==> config.mk <==
export PLATFORM = sky130hd
export DESIGN_NAME = rate_detector_flat
export DESIGN_NICKNAME = d
export VERILOG_FILES = /design/src/rtl/rate_detector_if.sv /design/src/rtl/rate_detector.sv /design/src/flat_wrapper.sv
export SDC_FILE = /design/constraint.sdc
export NUM_CORES = 1
export LEC_CHECK = 0
export CORE_ASPECT_RATIO = 1.4
export CORE_MARGIN = 2
export CORE_UTILIZATION = 40
export DETAILED_ROUTE_END_ITERATION = 16
export PLACE_DENSITY_LB_ADDON = 0.12
export SLEW_MARGIN = 10
export SYNTH_ARGS = -nofsm -noshare
export SYNTH_HDL_FRONTEND = slang
export SYNTH_SLANG_ARGS = --single-unit
==> constraint.sdc <==
create_clock -name ClockIn -period 4.5 [get_ports ClockIn]
set_input_delay 0.45 -clock ClockIn [delete_from_list [all_inputs] [get_ports ClockIn]]
set_output_delay 0.45 -clock ClockIn [all_outputs]
set_load 0.005 [all_outputs]
==> src/rtl/rate_detector_if.sv <==
// Bundle for the tick stream under test and the recovered rate/lock status.
// The master modport drives Tick; the slave modport is the detector side.
interface rate_detector_if;
    logic       Tick;
    logic [1:0] SpeedOut;
    logic       Locked;
    logic       Error;
    logic [3:0] TickCount;

    modport master (output Tick, input SpeedOut, Locked, Error, TickCount);
    modport slave  (input Tick, output SpeedOut, Locked, Error, TickCount);
endinterface

==> src/rtl/rate_detector.sv <==
// Measures the interval between single-cycle ticks, recovers the divider speed
// code, tracks lock stability and mirrors the 4-bit display tick count.
module rate_detector #(
    parameter int CLOCK_FREQUENCY = 100,
    parameter int LOCK_COUNT      = 2
) (
    input  logic           ClockIn,
    input  logic           Resetn,
    rate_detector_if.slave bus
);

    localparam int                MAX_INTERVAL = 4 * CLOCK_FREQUENCY;
    localparam int                CNT_W        = $clog2(MAX_INTERVAL) + 1;
    localparam logic [CNT_W-1:0]  CNT_MAX      = CNT_W'(MAX_INTERVAL);
    localparam logic [CNT_W-1:0]  IV_1X        = CNT_W'(CLOCK_FREQUENCY);
    localparam logic [CNT_W-1:0]  IV_2X        = CNT_W'(2 * CLOCK_FREQUENCY);
    localparam logic [2:0]        LOCK_TARGET  = 3'(LOCK_COUNT);

    typedef enum logic [1:0] {
        WAIT_FIRST = 2'd0,
        MEASURE    = 2'd1,
        LOCKED     = 2'd2
    } state_t;

    state_t           state, state_n;
    logic [CNT_W-1:0] cnt, cnt_n;
    logic [1:0]       candidate, candidate_n;
    logic [2:0]       match, match_n;
    logic [1:0]       speed, speed_n;
    logic             locked, locked_n;
    logic             error, error_n;
    logic [3:0]       tick_count, tick_count_n;

    logic [CNT_W-1:0] interval;
    logic [1:0]       code;
    logic             code_valid;

    // cnt saturates at CNT_MAX, so cnt+1 always fits in CNT_W bits.
    assign interval = cnt + 1'b1;

    always_comb begin
        code       = 2'b00;
        code_valid = 1'b1;
        if (interval == CNT_W'(1))       code = 2'b00;
        else if (interval == IV_1X)      code = 2'b01;
        else if (interval == IV_2X)      code = 2'b10;
        else if (interval == CNT_MAX)    code = 2'b11;
        else                             code_valid = 1'b0;
    end

    always_comb begin
        // NOTE: every output of this block gets a default first, so no path
        // through the case statement can leave a value unassigned and infer a latch.
        state_n      = state;
        cnt_n        = cnt;
        candidate_n  = candidate;
        match_n      = match;
        speed_n      = speed;
        locked_n     = locked;
        error_n      = 1'b0;
        tick_count_n = tick_count;

        if (bus.Tick) begin
            cnt_n        = '0;
            tick_count_n = tick_count + 4'd1;
        end else if (cnt != CNT_MAX) begin
            cnt_n = cnt + 1'b1;
        end

        unique case (state)
            WAIT_FIRST: begin
                if (bus.Tick) begin
                    state_n = MEASURE;
                    match_n = 3'd0;
                end
            end
            MEASURE: begin
                if (bus.Tick) begin
                    if (!code_valid) begin
                        match_n = 3'd0;
                    end else if (code == candidate) begin
                        match_n = match + 3'd1;
                    end else begin
                        candidate_n = code;
                        match_n     = 3'd1;
                    end
                    if (match_n == LOCK_TARGET) begin
                        state_n  = LOCKED;
                        speed_n  = candidate_n;
                        locked_n = 1'b1;
                    end
                end else if (cnt == CNT_MAX) begin
                    state_n = WAIT_FIRST;
                    match_n = 3'd0;
                end
            end
            LOCKED: begin
                if (bus.Tick) begin
                    if (!code_valid) begin
                        state_n  = MEASURE;
                        error_n  = 1'b1;
                        locked_n = 1'b0;
                        match_n  = 3'd0;
                    end else if (code != candidate) begin
                        state_n     = MEASURE;
                        error_n     = 1'b1;
                        locked_n    = 1'b0;
                        candidate_n = code;
                        match_n     = 3'd1;
                    end
                end else if (cnt == CNT_MAX) begin
                    state_n  = WAIT_FIRST;
                    error_n  = 1'b1;
                    locked_n = 1'b0;
                    match_n  = 3'd0;
                end
            end
            default: begin
                state_n  = WAIT_FIRST;
                locked_n = 1'b0;
                match_n  = 3'd0;
            end
        endcase
    end

    always_ff @(posedge ClockIn or negedge Resetn) begin
        if (!Resetn) begin
            state      <= WAIT_FIRST;
            cnt        <= '0;
            candidate  <= 2'b00;
            match      <= 3'd0;
            speed      <= 2'b00;
            locked     <= 1'b0;
            error      <= 1'b0;
            tick_count <= 4'd0;
        end else begin
            // NOTE: non-blocking assignments so every register samples the
            // pre-edge values computed above, independent of statement order.
            state      <= state_n;
            cnt        <= cnt_n;
            candidate  <= candidate_n;
            match      <= match_n;
            speed      <= speed_n;
            locked     <= locked_n;
            error      <= error_n;
            tick_count <= tick_count_n;
        end
    end

    assign bus.SpeedOut  = speed;
    assign bus.Locked    = locked;
    assign bus.Error     = error;
    assign bus.TickCount = tick_count;

endmodule

==> src/flat_wrapper.sv <==
// flat-port wrapper written by rule: the top's interface ports become plain ports
module rate_detector_flat 
#(
    parameter int CLOCK_FREQUENCY = 100,
    parameter int LOCK_COUNT      = 2
)
  (ClockIn, Resetn, bus_Tick, bus_SpeedOut, bus_Locked, bus_Error, bus_TickCount);
  rate_detector_if bus_i ();
  input  logic ClockIn;
  input  logic Resetn;
  input wire logic [$bits(bus_i.Tick)-1:0] bus_Tick;
  output wire logic [$bits(bus_i.SpeedOut)-1:0] bus_SpeedOut;
  output wire logic [$bits(bus_i.Locked)-1:0] bus_Locked;
  output wire logic [$bits(bus_i.Error)-1:0] bus_Error;
  output wire logic [$bits(bus_i.TickCount)-1:0] bus_TickCount;
  assign bus_i.Tick = bus_Tick;
  assign bus_SpeedOut = bus_i.SpeedOut;
  assign bus_Locked = bus_i.Locked;
  assign bus_Error = bus_i.Error;
  assign bus_TickCount = bus_i.TickCount;
  rate_detector #(.CLOCK_FREQUENCY(CLOCK_FREQUENCY), .LOCK_COUNT(LOCK_COUNT)) u_core (.ClockIn(ClockIn), .Resetn(Resetn), .bus(bus_i));
endmodule
==> impl_metrics.json, run 1 <==
{
  "hold_viol": 0,
  "r2r_start": "u_core.cnt[1]$_DFFE_PN0P_",
  "min_from": "u_core.bus.TickCount[3]$_DFFE_PN0P_",
  "post-route-period-util": 0.692,
  "peakVddDrop_mv": 0.223,
  "start_util": 0.408,
  "gr-total-overflow": 0,
  "synth.distinct_cells": 68,
  "cp-startpoint": "u_core.cnt[1]$_DFFE_PN0P_",
  "synth_area_sq_um": 1960,
  "ys_async_sr_fraction": 1.00,
  "rr_worst_depth": 10,
  "worstSetupPathType": "register to register",
  "routed_wl_um": 4730,
  "skew_ps": 6.12,
  "syn_to_final_growth_pct": 9.18,
  "ant_nets": 0,
  "synth_edf_count": 0,
  "drtIter0Drc": 109,
  "tns_ps": 0,
  "mostFrequentLayoutCell": "dfrtp_1",
  "status": "finished clean",
  "syn_nets": 226,
  "crit_path_end_kind": "register",
  "ctsHoldBuffers": 0,
  "hold_class": "register to register",
  "die-area_sq_um": 5490,
  "antenna_found_initial": 0,
  "grt_pass1_vias": 1637,
  "clock_sinks": 25,
  "final_nets": 231,
  "cap_violations": 0,
  "power_density_nw_per_um2": 327,
  "setup_viol": 0,
  "clk_latency_ps": 270,
  "gp_congestion": 0.925,
  "n_antenna_cell": 0,
  "finalCriticalPeriod_ps": 3120,
  "rsz0062_at_grt": "no",
  "rows": 30,
  "path_clk_slew_ps": 90,
  "grt_usage": 0.181,
  "cts_resized": 0,
  "core_sq_um": 4800,
  "max_freq_mhz": 321,
  "synth-seq-cells": 25,
  "min_path_cells": 1,
  "netlist_instances": 213,
  "wire_per_inst_um": 16.8,
  "die_height_um": 86.9,
  "first_pass_iters": 4,
  "yosys_warnings": 0,
  "synth_ff_type": "dfrtp_1",
  "tightest_slew_ps": 835,
  "hold-worst-slack_ps": 470,
  "cts_buffer_depth": 2,
  "layout_common_cells": "dfrtp_1, nor2_1, nand2_1",
  "route.vias.total": 1610,
  "crit_arrival_ps": 3280,
  "drive_gt1_frac": 0.129,
  "die_w_um": 63.2,
  "drc": 0,
  "cts_root_buf": "clkbuf_8",
  "cts_setup_buffers": 0,
  "ys_seq_area_frac": 0.319,
  "finalMaxSlewViolations": 0,
  "cp_max_fo": 7,
  "relSlewSlack": 0.442,
  "avgSynthCellArea_sq_um": 9.21,
  "grt_max_degree": 26,
  "crit_required_ps": 4660,
  "cts_tree": "done",
  "leakagePower_uw": 0.000921,
  "hpwl_um": 3600,
  "io_pins": 11,
  "portBuffers": 10,
  "htree_num_levels": 1,
  "grt_first_pass_wirelength_um": 7780,
  "cts_buffers": 3,
  "cp-start-kind": "register",
  "viasPerCell": 5.73
}
==> cell usage after synthesis (all sizes together), types with 5 or more instances <==
| cell type | instances | area [sq um] |
|---|---|---|
| nand3 | 8 | 45.0 |
| and2 | 5 | 32.5 |
| ha | 10 | 125 |
| nor3 | 6 | 35.0 |
| nor2 | 18 | 67.6 |
| nand2 | 16 | 67.6 |
| inv | 12 | 45.0 |
| xor2 | 6 | 52.6 |
| xnor2 | 7 | 61.3 |
| buf | 7 | 38.8 |
| dfrtp | 25 | 626 |
| a21oi | 9 | 45.0 |
| o21ai | 8 | 40.0 |
==> worst paths after layout <==
kind / to / slack [ps]
worst max-delay path: u_core.bus.SpeedOut[1]$_DFFE_PN0P_ / 1380
worst min-delay path: u_core.bus.TickCount[3]$_DFFE_PN0P_ / 470
worst max register to register: u_core.bus.SpeedOut[1]$_DFFE_PN0P_ / 1380
worst min register to register: u_core.bus.TickCount[3]$_DFFE_PN0P_ / 470
max in group asynchronous: u_core.cnt[7]$_DFFE_PN0P_ / 3710
min in group asynchronous: u_core.cnt[3]$_DFFE_PN0P_ / 540
==> metrics by stage <==
step | area [sq um] | util | total power, uW | setup WS, ps | cells
finish | 2140 | 0.446 | 700 | 1380 | 281
floorplan | 1960 | - | 473 | 1710 | 213
global placement | 2100 | 0.436 | 562 | 1580 | 277
CTS | 2140 | 0.446 | 704 | 1420 | 281
global route | 2140 | 0.446 | 754 | 1260 | 281
detailed placement | 2100 | 0.436 | 567 | 1440 | 277
==> metal layers <==
| metal | track usage | up-vias | routed length (um) |
|---|---|---|---|
| li1 | - | 782 | - |
| met1 | 0.206 | 799 | 2000 |
| met2 | 0.339 | 19 | 2520 |
| met3 | 0.0194 | 10 | 80 |
| met4 | 0.0791 | 0 | 121 |
| met5 | 0 | - | 0 |
==> where the power goes <==
group | internal, uW | switching, uW
registers | 255 | 32.9
logic | 135 | 140
clock network | 62.0 | 74.7
==> sequential cells by signal, indices dropped and copies added (netlist names) <==
| name | count |
|---|---|
| u_core.bus.SpeedOut | 2 |
| u_core.bus.Error | 1 |
| u_core.bus.Locked | 1 |
| u_core.cnt | 10 |
| u_core.match | 3 |
| u_core.state | 2 |
| u_core.candidate | 2 |
| u_core.bus.TickCount | 4 |
==> worst max-delay path: stages (launching register included) <==
cell and delay [ps]:
dfrtp_1 460, ha_1 350, and3_1 280, and3_1 220, o2111ai_2 170, or3b_1 470
xnor2_1 180, nor4_2 250, o211a_4 260, nand2_4 70, mux2_4 300
==> cells by family (layout without fill, tap and decap cells) <==
kind of cell	after synthesis	in the layout	synth area share
AOI/OAI and AO/OA	54	54	0.219
xor gates and xnor gates	13	13	0.0580
adders and majority gates	10	10	0.0638
buffers and inverters	23	27	0.0504
DFF	25	25	0.319
muxes	5	5	0.0313
and+or+nand+nor	83	83	0.259
==> final cells by class <==
| cell class | instances | area, sq um |
|---|---|---|
| Fill cell | 504 | 2660 |
| Inverter | 12 | 45.0 |
| Clock buffer | 3 | 41.3 |
| Tap cell | 64 | 80.1 |
| Sequential cell | 25 | 626 |
| Multi-Input combinational cell | 165 | 1240 |
| Timing Repair Buffer | 11 | 108 |
| Clock inverter | 1 | 5.00 |
Note: power is estimated with default switching activity, not from simulation.
==> run 2: changes to the inputs <==
==> constraint.sdc (replaced) <==
create_clock -name ClockIn -period 2.9 [get_ports ClockIn]
set_input_delay 0.29 -clock ClockIn [delete_from_list [all_inputs] [get_ports ClockIn]]
set_output_delay 0.29 -clock ClockIn [all_outputs]
set_load 0.005 [all_outputs]
==> run 2 against run 1 <==
Die area stayed put. Count of clock-buffer cells in the layout stayed put. Critical endpoint unchanged. Hold slack worse by 100 ps. Sequential power is 55% higher. Combinational power is 65% higher. Global-route usage is 1.0 points higher. First-iteration DRC count is 0.92% lower. Via count is 5.0% higher. Sequential share of layout area is 2.1 points lower. Flip-flop and latch count stayed put.
==> impl_metrics.json, run 2 (synthesis results as in run 1) <==
{
  "drive_gt1_frac": 0.257,
  "drc": 0,
  "portBuffers": 10,
  "drtIter0Drc": 108,
  "clock_sinks": 25,
  "gr-total-overflow": 0,
  "cts_tree": "done",
  "start_util": 0.408,
  "ant_nets": 0,
  "grt_first_pass_wirelength_um": 8190,
  "layout_common_cells": "dfrtp_1, nor2_1, nand2_1",
  "antenna_found_initial": 0,
  "layout_setup_ws_ps": 98.3,
  "cp-start-kind": "register",
  "die_height_um": 86.9,
  "skew_ps": 6.50,
  "rsz0062_at_grt": "yes",
  "regMostFlops": "u_core.cnt",
  "ctsHoldBuffers": 0,
  "peakVddDrop_mv": 0.376,
  "largest_reg_flops": 10,
  "first_pass_iters": 4,
  "htree_num_levels": 1,
  "mostFrequentLayoutCell": "dfrtp_1",
  "io_pins": 11,
  "grt_util_met2": 0.361,
  "cp_max_fo": 5,
  "clk_latency_ps": 280,
  "syn_to_final_growth_pct": 18.7,
  "cap_violations": 0,
  "grt_use_met3": 0.0272,
  "rows": 30,
  "crit_arrival_ps": 2970,
  "n_antenna_cell": 0,
  "max_freq_mhz": 357,
  "hpwl_um": 3740,
  "grt_pass1_vias": 1726,
  "finalMaxSlewViolations": 0,
  "setup_viol": 0,
  "crit_path_end_kind": "register",
  "final_nets": 244,
  "routed_wl_um": 4950,
  "hold_class": "primary input to async pin",
  "die_w_um": 63.2,
  "viasPerCell": 5.75,
  "hold_viol": 0,
  "tightest_slew_ps": 524,
  "route.vias.total": 1691,
  "finalPower_uw": 1110,
  "relSlewSlack": 0.649,
  "gp_congestion": 0.921,
  "status": "finished clean",
  "core_sq_um": 4800,
  "finalCriticalPeriod_ps": 2800,
  "wire_per_inst_um": 16.8,
  "post-route-period-util": 0.966,
  "worstSetupPathType": "register to register",
  "grt_usage": 0.191,
  "cts_root_buf": "clkbuf_8",
  "met1_usage": 0.203,
  "leakagePower_uw": 0.000997,
  "cts_buffer_depth": 2,
  "busiest_layer": "met2",
  "n_fill_cell": 483,
  "cts_buffers": 3,
  "tns_ps": 0,
  "die-area_sq_um": 5490,
  "grt_max_degree": 26,
  "crit_required_ps": 3060,
  "power_density_nw_per_um2": 478,
  "path_clk_slew_ps": 90,
  "place_ws_ps": -25.6
}
## run 2: worst paths after layout
kind                       depth (start not counted)                                   to  slack, ps                                start
max                                               10   u_core.bus.SpeedOut[1]$_DFFE_PN0P_        100            u_core.cnt[0]$_DFFE_PN0P_
min                                                2            u_core.cnt[3]$_DFFE_PN0P_        370                               Resetn
max reg2reg                                       10   u_core.bus.SpeedOut[1]$_DFFE_PN0P_        100            u_core.cnt[0]$_DFFE_PN0P_
min reg2reg                                        1  u_core.bus.TickCount[3]$_DFFE_PN0P_        480  u_core.bus.TickCount[3]$_DFFE_PN0P_
max in group asynchronous                          2            u_core.cnt[6]$_DFFE_PN0P_       2250                               Resetn
min in group ClockIn                               1  u_core.bus.TickCount[3]$_DFFE_PN0P_        480  u_core.bus.TickCount[3]$_DFFE_PN0P_
## run 2: final cells by class
| cell class | count | area, sq um | share of cell area |
|---|---|---|---|
| sequential | 25 | 631 | 0.271 |
| clock buffer | 3 | 41.3 | 0.0177 |
| tap | 64 | 80.1 | 0.0344 |
| inverter | 12 | 45.0 | 0.0193 |
| timing repair buffer | 24 | 205 | 0.0881 |
| clock inverter | 1 | 5.00 | 0.00215 |
| multi-input combinational | 165 | 1320 | 0.567 |
## run 2: power breakdown
part | leakage [uW] | internal (uW) | switching, uW
registers | 0.000329 | 396 | 49.4
clock network | 0.0000255 | 96.5 | 119
logic | 0.000643 | 224 | 229
total | 0.000997 | 717 | 397
## run 2: what timing repair did
item | CTS | global route
buffers inserted | 2 | 1
gates cloned | 0 | 0
pin swaps | 1 | 3
endpoints found under the setup margin | 3 | 9
gates resized for setup | 3 | 18
## run 2: critical path: stages, from the launching register on
cell and delay (ps):
dfrtp_1 390, ha_1 230, buf_4 150, xor2_1 170, nor4b_2 330, or3b_4 460
xnor2_2 160, nor4_2 190, o211a_4 240, nand2_4 70, mux2_4 300
## run 2: metrics by stage
stage / utilization / area (sq um) / cells / hold WS [ps]
6_report: 0.485 / 2330 / 294 / 369
5_1_grt: 0.485 / 2330 / 294 / 406
4_1_cts: 0.467 / 2240 / 293 / 377
3_5_place_dp: 0.452 / 2170 / 287 / 468
3_3_place_gp: 0.452 / 2170 / 287 / 461
2_1_floorplan: - / 1960 / 213 / -5.59
## run 2: routing by layer
metal	share of wire	vias up
li1	-	805
met1	0.39	843
met2	0.54	29
met3	0.025	14
met4	0.038	0
met5	0	-
